==> src/rtl/fetch_pkg.sv <==
// fetch_pkg: shared types and constants for the instruction fetch unit
package fetch_pkg;
  localparam int XLEN = 32;
  localparam logic [XLEN-1:0] PC_INC = 32'd4;
  typedef enum logic [1:0] {IDLE, WAIT, DROP} fetch_state_t;
endpackage

==> src/rtl/fetch_buffer.sv <==
// fetch_buffer: synchronous FIFO of {pc, instr} entries with clear priority over push and pop
module fetch_buffer #(
  parameter int DEPTH = 2,
  parameter int W = 64
) (
  input  logic                    clk_i,
  input  logic                    rst_i,
  input  logic                    push,
  input  logic                    pop,
  input  logic                    clear,
  input  logic [W-1:0]            wdata,
  output logic [W-1:0]            rdata,
  output logic                    full,
  output logic                    empty,
  output logic [$clog2(DEPTH):0]  count
);
  localparam int AW = $clog2(DEPTH);
  localparam int CW = AW + 1;
  logic [W-1:0] mem [DEPTH];
  logic [AW-1:0] rd_ptr, wr_ptr;
  assign rdata = mem[rd_ptr];
  assign full = count == CW'(DEPTH);
  assign empty = count == '0;
  always_ff @(posedge clk_i)
    if (rst_i || clear) begin
      rd_ptr <= '0;
      wr_ptr <= '0;
      count <= '0;
    end else begin
      rd_ptr <= rd_ptr + AW'(pop);
      wr_ptr <= wr_ptr + AW'(push);
      count <= count + CW'(push) - CW'(pop);
    end
  always_ff @(posedge clk_i)
    if (push && !clear && !rst_i) mem[wr_ptr] <= wdata;
endmodule

==> src/rtl/fetch_unit.sv <==
// fetch_unit: instruction fetch front end with req/ack memory port, output buffer, stall and flush
module fetch_unit
  import fetch_pkg::*;
#(
  parameter logic [XLEN-1:0] RESET_PC = '0,
  parameter int BUF_DEPTH = 2
) (
  input  logic            clk_i,
  input  logic            rst_i,
  input  logic            stall_i,
  input  logic            flush_i,
  input  logic [XLEN-1:0] redirect_pc_i,
  output logic            imem_req_o,
  output logic [XLEN-1:0] imem_addr_o,
  input  logic            imem_ack_i,
  input  logic [XLEN-1:0] imem_rdata_i,
  output logic [XLEN-1:0] pc_o,
  output logic [XLEN-1:0] instruction_o,
  output logic            valid_o
);
  localparam int CW = $clog2(BUF_DEPTH) + 1;
  localparam int NW = CW + 1;
  localparam logic [NW-1:0] DEPTH_N = NW'(BUF_DEPTH);
  fetch_state_t state;
  logic [XLEN-1:0] pc, pc_next;
  logic [CW-1:0] count;
  logic [NW-1:0] next_count;
  logic [2*XLEN-1:0] head;
  logic full, empty, ack, push, pop, more;
  assign ack = imem_req_o && imem_ack_i;
  assign push = state == WAIT && ack && !flush_i;
  assign pop = !empty && !stall_i && !flush_i;
  assign next_count = {1'b0, count} + NW'(push) - NW'(pop);
  assign more = next_count < DEPTH_N;
  assign pc_next = pc + PC_INC;
  assign valid_o = !empty;
  assign pc_o = empty ? '0 : head[2*XLEN-1:XLEN];
  assign instruction_o = empty ? '0 : head[XLEN-1:0];
  fetch_buffer #(.DEPTH(BUF_DEPTH), .W(2*XLEN)) u_buf (
    .clk_i(clk_i),
    .rst_i(rst_i),
    .push(push),
    .pop(pop),
    .clear(flush_i),
    .wdata({pc, imem_rdata_i}),
    .rdata(head),
    .full(full),
    .empty(empty),
    .count(count)
  );
  always_ff @(posedge clk_i)
    if (rst_i) begin
      state <= IDLE;
      pc <= RESET_PC;
      imem_req_o <= 1'b0;
      imem_addr_o <= '0;
    end else begin
      case (state)
        IDLE:
          if (flush_i) pc <= redirect_pc_i;
          else if (!full) begin
            imem_req_o <= 1'b1;
            imem_addr_o <= pc;
            state <= WAIT;
          end
        WAIT:
          if (flush_i) begin
            pc <= redirect_pc_i;
            imem_req_o <= !ack;
            state <= ack ? IDLE : DROP;
          end else if (ack) begin
            pc <= pc_next;
            if (more) imem_addr_o <= pc_next;
            else begin
              imem_req_o <= 1'b0;
              state <= IDLE;
            end
          end
        DROP: begin
          if (flush_i) pc <= redirect_pc_i;
          if (ack) begin
            imem_req_o <= 1'b0;
            state <= IDLE;
          end
        end
        default: state <= IDLE;
      endcase
    end
endmodule

==> config.mk <==
export PLATFORM = sky130hd
export DESIGN_NAME = fetch_unit
export DESIGN_NICKNAME = d
export VERILOG_FILES = /design/src/rtl/fetch_pkg.sv /design/src/rtl/fetch_buffer.sv /design/src/rtl/fetch_unit.sv
export SDC_FILE = /design/constraint.sdc
export NUM_CORES = 1
export LEC_CHECK = 0
export CAP_MARGIN = 0
export CORE_UTILIZATION = 55
export DETAILED_ROUTE_END_ITERATION = 6
export GPL_ROUTABILITY_DRIVEN = 1
export PLACE_DENSITY = 0.91
export SETUP_SLACK_MARGIN = 0.05
export SKIP_LAST_GASP = 1
export SLEW_MARGIN = 20
export SYNTH_ARGS = -nofsm -noshare
export SYNTH_HDL_FRONTEND = slang
export SYNTH_SLANG_ARGS = --single-unit
export TNS_END_PERCENT = 100
==> constraint.sdc <==
create_clock -name clk_i -period 11 [get_ports clk_i]
set_clock_uncertainty 0.15 [all_clocks]
set_input_delay 1.1 -clock clk_i [delete_from_list [all_inputs] [get_ports clk_i]]
set_output_delay 1.1 -clock clk_i [all_outputs]
set_load 0.03 [all_outputs]
==> metrics.log, run 1 <==
[metrics] unrepaired setup endpoints after global routing: false
[metrics] r2r setup slk: 6370 ps
[metrics] fmax: 184.0 MHz
[metrics] remaining global-route overflow: 0
[metrics] Die Area: 0.01672 mm^2
[metrics] maximum net fanout on the critical path: 42
[metrics] TritonCTS clock tree: built
[metrics] Largest stage delay, worst path: 760 ps
[metrics] mapped cell area: 0.008914 mm^2
[metrics] clock insertion delay at the later pin of the skew report: 420 ps
[metrics] commonest cells in the synthesized netlist: edfxtp_1, nor2_1, dfxtp_1
[metrics] DR iter-0 viols: 739
[metrics] clk slew on worst S/H paths: 70 ps
[metrics] critical path startpoint: flush_i
[metrics] worst hold path type: reg -> reg
[metrics] proportion of synthesized chip area in sequential cells: 0.5907
[metrics] post-synthesis net count: 858
[metrics] Reg2Reg Launch Point: state[0]$_SDFFE_PP0P_
[metrics] Syn Inst Count: 785
[metrics] crit start category: input port
[metrics] core region area: 0.01583 mm^2
[metrics] number of input and output port buffers inserted: 166
[metrics] Vias/cell: 5.883
[metrics] total setup buffers inserted after CTS: 0
[metrics] number of library cell types mapped by synthesis: 58
[metrics] power density over the cells: 147.5 mW/mm^2
[metrics] clock tree buffer depth: 2
[metrics] post-synthesis mux area share: 0.07412
[metrics] parity-gate share of the synthesized area counting xor and xnor cells: 0.03341
[metrics] hold buffers post-CTS: 0
[metrics] cells on worst reg2reg path: 9
[metrics] Num Clock Sinks: 199
[metrics] global-route wire length before repair: 33460 um
[metrics] ordered list of cells on the worst path: clkdlybuf4s50_1 > buf_4 > a31oi_1 > a21o_1 > nor2_1 > ha_1 > fa_1 > xor2_1 > nand2b_1 > o32ai_4 > buf_4 > nor2_1 > a311oi_1
[metrics] endpoint of the worst setup timing path: imem_addr_o[3]$_SDFFE_PP0P_
[metrics] width of the die: 129.3 um
[metrics] worst endpoint data arrival time: 5610 ps
[metrics] DRC violation count after routing: 0
[metrics] most repeated cell in the gate-level netlist after synthesis: edfxtp_1
[metrics] residual antenna-violating net count after detailed routing: 0
[metrics] primary flip-flop cell chosen by synthesis mapping: edfxtp_1
[metrics] Max-slew headroom: 0.3212
[metrics] depth of the CTS H-tree: 4
[metrics] dominant combinational cell family by area after synthesis: simple AND/OR/NAND/NOR gates
[metrics] slew at the pin closest to its max-slew limit: 1018 ps
[metrics] Synth Area in Compound Gates: 0.1074
[metrics] FF-to-FF End: imem_addr_o[3]$_SDFFE_PP0P_
[metrics] antenna violations before repair: 0
[metrics] Antenna Diode Count: 0
[metrics] number of rows created at floorplan: 46
[metrics] Worst IR Drop VDD: 0.1165 mV
[metrics] required time of the critical path: 11180 ps
[metrics] count of flip-flops with a built-in enable after synthesis: 128
[metrics] result of the run: finished clean
[metrics] leakage power total: 3.646 nW
[metrics] standard cell with the maximum stage delay on the critical path: a21o_1
[metrics] post-synth top area share: 0.4312
[metrics] largest net degree at the start of global routing: 68
[metrics] Yosys warning total: 0
[metrics] Routability Congestion: 0.9185
[metrics] post-route fraction of the period consumed by the critical path: 0.4941
[metrics] DRT Pass-1 Iters: 5
[metrics] clock period minus final worst setup slack: 5435 ps
[metrics] average routed wire per standard cell: 18.91 um
[metrics] half-perimeter wire length of the detailed placement result: 14220 um
[metrics] cell taking the most area after synthesis: edfxtp_1
[metrics] Crit. End Element: flip-flop
[metrics] count of state elements after synthesis: 199
[metrics] I/O pins: 167
[metrics] post-synthesis share of cell area spent on and, or, nand and nor gates: 0.1560
[metrics] post-placement worst setup slack: 5191 ps
[metrics] count of fill cells added during filler insertion: 1119
[metrics] PnR worst setup slack: 5565 ps
[metrics] final wirelength: 21690 um
[metrics] Avg Synthesized Cell Area: 11.35 um^2
[metrics] share of flip-flops with an asynchronous set or reset: 0
[metrics] max-capacitance violation count: 0
[metrics] fraction of the mapped netlist area in adder cells: 0.006457
[metrics] total via count after detailed routing: 6748
[metrics] NumNets Final: 991
[metrics] vertical die dimension: 129.3 um
[metrics] Crit Path Category: in -> reg
[metrics] number of buffers inserted during clock tree synthesis: 17
[metrics] max-slew violation count: 0
[metrics] Root Driver: clkbuf_16
[metrics] GRT Resource Usage Total: 0.2655
[metrics] Fin Setup TNS: 0 ps
[metrics] top post-synthesis cells by area: edfxtp_1, dfxtp_1, mux2i_1
[metrics] fraction of layout cells with a size suffix above 1: 0.06874
[metrics] number of hold-slack violations in the final timing report: 0
[metrics] setup violators final: 0
[metrics] number of instances resized during post-cts repair: 0
[metrics] layout overhead on the synthesized area: 26.78%
[metrics] number of global-route vias before repair: 6409
[metrics] Initial Utilization: 0.5632
critical path, delay by kind of cell:
family | cells | cell delay [ps]
buffers and inverters | 3 | 1160
xor gates and xnor gates | 1 | 160
AOI/OAI and AO/OA | 4 | 1970
adders and majority gates | 2 | 680
and+or+nand+nor | 3 | 520
per-layer routing:
metal	wire length, um	global-route usage
met1	8410	0.3300
met2	10210	0.4228
met3	2306	0.07556
met4	768	0.1398
met5	0	0
worst min-delay path by stage:
stage                                            start                            to  slack, ps  cells after the start
after floorplan                     pc[4]$_SDFFE_PP0P_    u_buf.mem[0][36]$_DFFE_PP_        270                      0
after global placement              pc[0]$_SDFFE_PP0P_            pc[0]$_SDFFE_PP0P_        330                      2
after detailed placement   imem_addr_o[0]$_SDFFE_PP0P_   imem_addr_o[0]$_SDFFE_PP0P_        330                      2
after CTS                  imem_addr_o[0]$_SDFFE_PP0P_   imem_addr_o[0]$_SDFFE_PP0P_        350                      2
after global routing      imem_addr_o[11]$_SDFFE_PP0P_  imem_addr_o[11]$_SDFFE_PP0P_        380                      2
final                      imem_addr_o[0]$_SDFFE_PP0P_   imem_addr_o[0]$_SDFFE_PP0P_        350                      2
area by class of cell:
| cell class | count | area [um^2] | area share |
|---|---|---|---|
| flip-flops and latches | 199 | 5269 | 0.4662 |
| multi-input cells | 517 | 3382 | 0.2993 |
| well taps | 216 | 270.3 | 0.02392 |
| repair buffers | 176 | 1732 | 0.1532 |
| clock buffers | 19 | 464.2 | 0.04108 |
| clock inverters | 13 | 157.7 | 0.01395 |
| inverters | 7 | 26.28 | 0.002325 |
cell families (layout without fill, tap and decap cells):
group | count (synthesis) | after routing
and+or+nand+nor | 280 | 280
buffers and inverters | 69 | 215
DFF | 199 | 199
muxes | 66 | 66
xor gates and xnor gates | 34 | 34
AOI/OAI and AO/OA | 133 | 133
adders and majority gates | 4 | 4
per-stage QoR:
step / instance area (um^2) / util / hold WS (ps) / std cells / power, mW
global route: 11300 / 0.7140 / 377.2 / 1147 / 1.717
CTS: 11300 / 0.7140 / 348.1 / 1147 / 1.670
detailed placement: 10680 / 0.6747 / 327.6 / 1115 / 1.039
finish: 11300 / 0.7140 / 345.8 / 1147 / 1.666
global placement: 10680 / 0.6747 / 334.1 / 1115 / 1.035
floorplan: 8914 / - / 270.2 / 785 / 0.9589
state kept, by name (all words and copies together), names as in the netlist:
signal / flops
u_buf.mem: 128
u_buf.count: 2
state: 2
imem_req_o: 1
u_buf.wr_ptr: 1
imem_addr_o: 32
u_buf.rd_ptr: 1
pc: 32
power breakdown:
group	internal [mW]	switching, mW	leakage, nW
sequential	0.817	0.0353	1.75
clock	0.361	0.279	0.307
combinational	0.0777	0.0969	1.59
total	1.26	0.411	3.65
placed cells by master, fill, tap and decap left out, drive strengths merged, types with 9 or more instances in the layout:
cell type / Yosys / routed
a211oi: 37 / 37
a21oi: 23 / 23
a31oi: 9 / 9
buf: 24 / 11
clkbuf: 38 / 19
clkdlybuf4s50: 0 / 165
dfxtp: 71 / 71
edfxtp: 128 / 128
inv: 7 / 11
mux2i: 66 / 66
nand2: 52 / 52
nand3: 29 / 29
nand4: 12 / 12
nor2: 124 / 124
nor3: 14 / 14
nor4: 13 / 13
o21ai: 21 / 21
xnor2: 18 / 18
xor2: 16 / 16
No activity file was read; power rests on OpenSTA's default activity.
==> inputs of run 2 (changes only) <==
- CORE_UTILIZATION: 55 -> 52
- PLACE_DENSITY: 0.91 -> 0.87
- clock period: 11 -> 5.1 ns (I/O delays scaled with it)
==> metrics.log, run 2 (same netlist as run 1, synthesis figures left out) <==
[metrics] total setup buffers inserted after CTS: 0
[metrics] Crit. End Element: flip-flop
[metrics] Antenna Diode Count: 0
[metrics] worst hold slack across all endpoints: 350.5 ps
[metrics] post-route fraction of the period consumed by the critical path: 0.7576
[metrics] crit start category: input port
[metrics] NumNets Final: 995
[metrics] depth of the CTS H-tree: 4
[metrics] global-route wire length before repair: 33120 um
[metrics] result of the run: finished clean
[metrics] DRT Pass-1 Iters: 6
[metrics] Initial Utilization: 0.5356
[metrics] leading registers by flop count: u_buf.mem x128, imem_addr_o x32, pc x32
[metrics] maximum net fanout on the critical path: 62
[metrics] layout overhead on the synthesized area: 27.29%
[metrics] Num Clock Sinks: 199
[metrics] max-capacitance violation count: 0
[metrics] average routed wire per standard cell: 18.32 um
[metrics] cells on worst reg2reg path: 10
[metrics] worst hold path type: reg -> reg
[metrics] critical path startpoint: flush_i
[metrics] post-route cell area: 0.01135 mm^2
[metrics] number of input and output port buffers inserted: 166
[metrics] number of rows created at floorplan: 47
[metrics] FF-to-FF End: imem_addr_o[19]$_SDFFE_PP0P_
[metrics] r2r setup slk: 1330 ps
[metrics] fmax: 258.8 MHz
[metrics] number of global-route vias before repair: 6265
[metrics] Vias/cell: 5.804
[metrics] number of buffers inserted during clock tree synthesis: 17
[metrics] cell count after placement: 1122
[metrics] slew at the pin closest to its max-slew limit: 974.3 ps
[metrics] width of the die: 132.9 um
[metrics] number of standard cells in the final layout excluding fillers: 1155
[metrics] GRT Resource Usage Total: 0.2440
[metrics] residual antenna-violating net count after detailed routing: 0
[metrics] register with the highest flop count: u_buf.mem
[metrics] setup violators final: 0
[metrics] Routability Congestion: 0.9273
[metrics] clock tree buffer depth: 2
[metrics] hold buffers post-CTS: 0
[metrics] Placed Instance Area: 0.01071 mm^2
[metrics] remaining global-route overflow: 0
[metrics] TritonCTS clock tree: built
[metrics] total via count after detailed routing: 6704
[metrics] commonest cells after routing, fill and taps aside: clkdlybuf4s50_1, edfxtp_1, nor2_1
[metrics] endpoint of the worst setup timing path: imem_addr_o[19]$_SDFFE_PP0P_
[metrics] clock period minus final worst setup slack: 3864 ps
[metrics] Crit Path Category: in -> reg
[metrics] Die Area: 0.01767 mm^2
[metrics] flip-flop count of the largest register, all copies and words added: 128
[metrics] Max-slew headroom: 0.3505
[metrics] most frequent standard cell in the layout excluding fill and tap cells: clkdlybuf4s50_1
[metrics] power density over the cells: 316.3 mW/mm^2
[metrics] Fin Setup TNS: 0 ps
[metrics] half-perimeter wire length of the detailed placement result: 13910 um
[metrics] DRC violation count after routing: 0
[metrics] largest net degree at the start of global routing: 66
[metrics] leakage power total: 3.669 nW
[metrics] power consumption: 3.589 mW
[metrics] DR iter-0 viols: 796
[metrics] max-slew violation count: 0
[metrics] clock insertion delay at the later pin of the skew report: 430 ps
[metrics] clk slew on worst S/H paths: 70 ps
[metrics] antenna violations before repair: 0
[metrics] fraction of layout cells with a size suffix above 1: 0.06952
[metrics] Root Driver: clkbuf_16
[metrics] vertical die dimension: 132.9 um
[metrics] number of hold-slack violations in the final timing report: 0
[metrics] I/O pins: 167
[metrics] unrepaired setup endpoints after global routing: false
[metrics] final wirelength: 21160 um
[metrics] required time of the critical path: 5290 ps
[metrics] worst endpoint data arrival time: 4060 ps
[metrics] Reg2Reg Launch Point: state[0]$_SDFFE_PP0P_
[metrics] Worst IR Drop VDD: 0.2328 mV
[metrics] number of instances resized during post-cts repair: 0
[metrics] core region area: 0.01664 mm^2
[run 2: changes by cell type in the layout (fill, tap and decap cells not counted), sizes merged]
cell,change
clkbuf,+5
clkinv,-5
buf,+4
[run 2: layer usage]
metal  vias to the layer above  global-route usage  wire length (um)
met1                      3173              0.3226              9020
met4                         0             0.09004               435
met3                        34             0.06437              1755
met2                       312              0.3860              9951
li1                       3185                   -                 -
met5                         -                   0                 0
[run 2: area by class of cell]
class	instances	area (um^2)
inverter	7	26.28
tap	220	275.3
multi-input combinational	517	3382
timing repair buffer	180	1782
sequential	199	5269
clock buffer	24	503.0
clock inverter	8	108.9
fill	1217	5296
[run 2: worst max-delay path, stage by stage]
cell and delay [ps]:
clkdlybuf4s50_1 730, a31oi_1 110, a21o_1 210, nor2_1 410, ha_1 270, fa_1 440
nand2b_1 210, o32ai_4 200, buf_4 550, nor2_1 120, a211oi_1 250
[run 2: worst min path at each step]
| stage | from | to | slack [ps] | cells past startpoint |
|---|---|---|---|---|
| 3_5_place_dp | pc[1]$_SDFFE_PP0P_ | u_buf.mem[1][33]$_DFFE_PP_ | 340 | 0 |
| 3_3_place_gp | pc[0]$_SDFFE_PP0P_ | u_buf.mem[0][32]$_DFFE_PP_ | 320 | 0 |
| 5_1_grt | pc[0]$_SDFFE_PP0P_ | u_buf.mem[0][32]$_DFFE_PP_ | 370 | 0 |
| 4_1_cts | pc[1]$_SDFFE_PP0P_ | u_buf.mem[1][33]$_DFFE_PP_ | 350 | 0 |
| 2_1_floorplan | pc[4]$_SDFFE_PP0P_ | u_buf.mem[0][36]$_DFFE_PP_ | 270 | 0 |
| 6_report | pc[0]$_SDFFE_PP0P_ | u_buf.mem[0][32]$_DFFE_PP_ | 350 | 0 |
[run 2: metrics by stage]
step	util	worst slack [ps]
3_3_place_gp	0.6433	1048
3_5_place_dp	0.6433	910.8
2_1_floorplan	-	930.6
5_1_grt	0.6818	1121
4_1_cts	0.6801	1304
6_report	0.6818	1236
[run 2: where the power goes]
| part | total (mW) | switching [mW] | internal (mW) |
|---|---|---|---|
| logic | 0.380 | 0.211 | 0.169 |
| clock network | 1.37 | 0.574 | 0.799 |
| registers | 1.84 | 0.0735 | 1.76 |
| total | 3.59 | 0.859 | 2.73 |
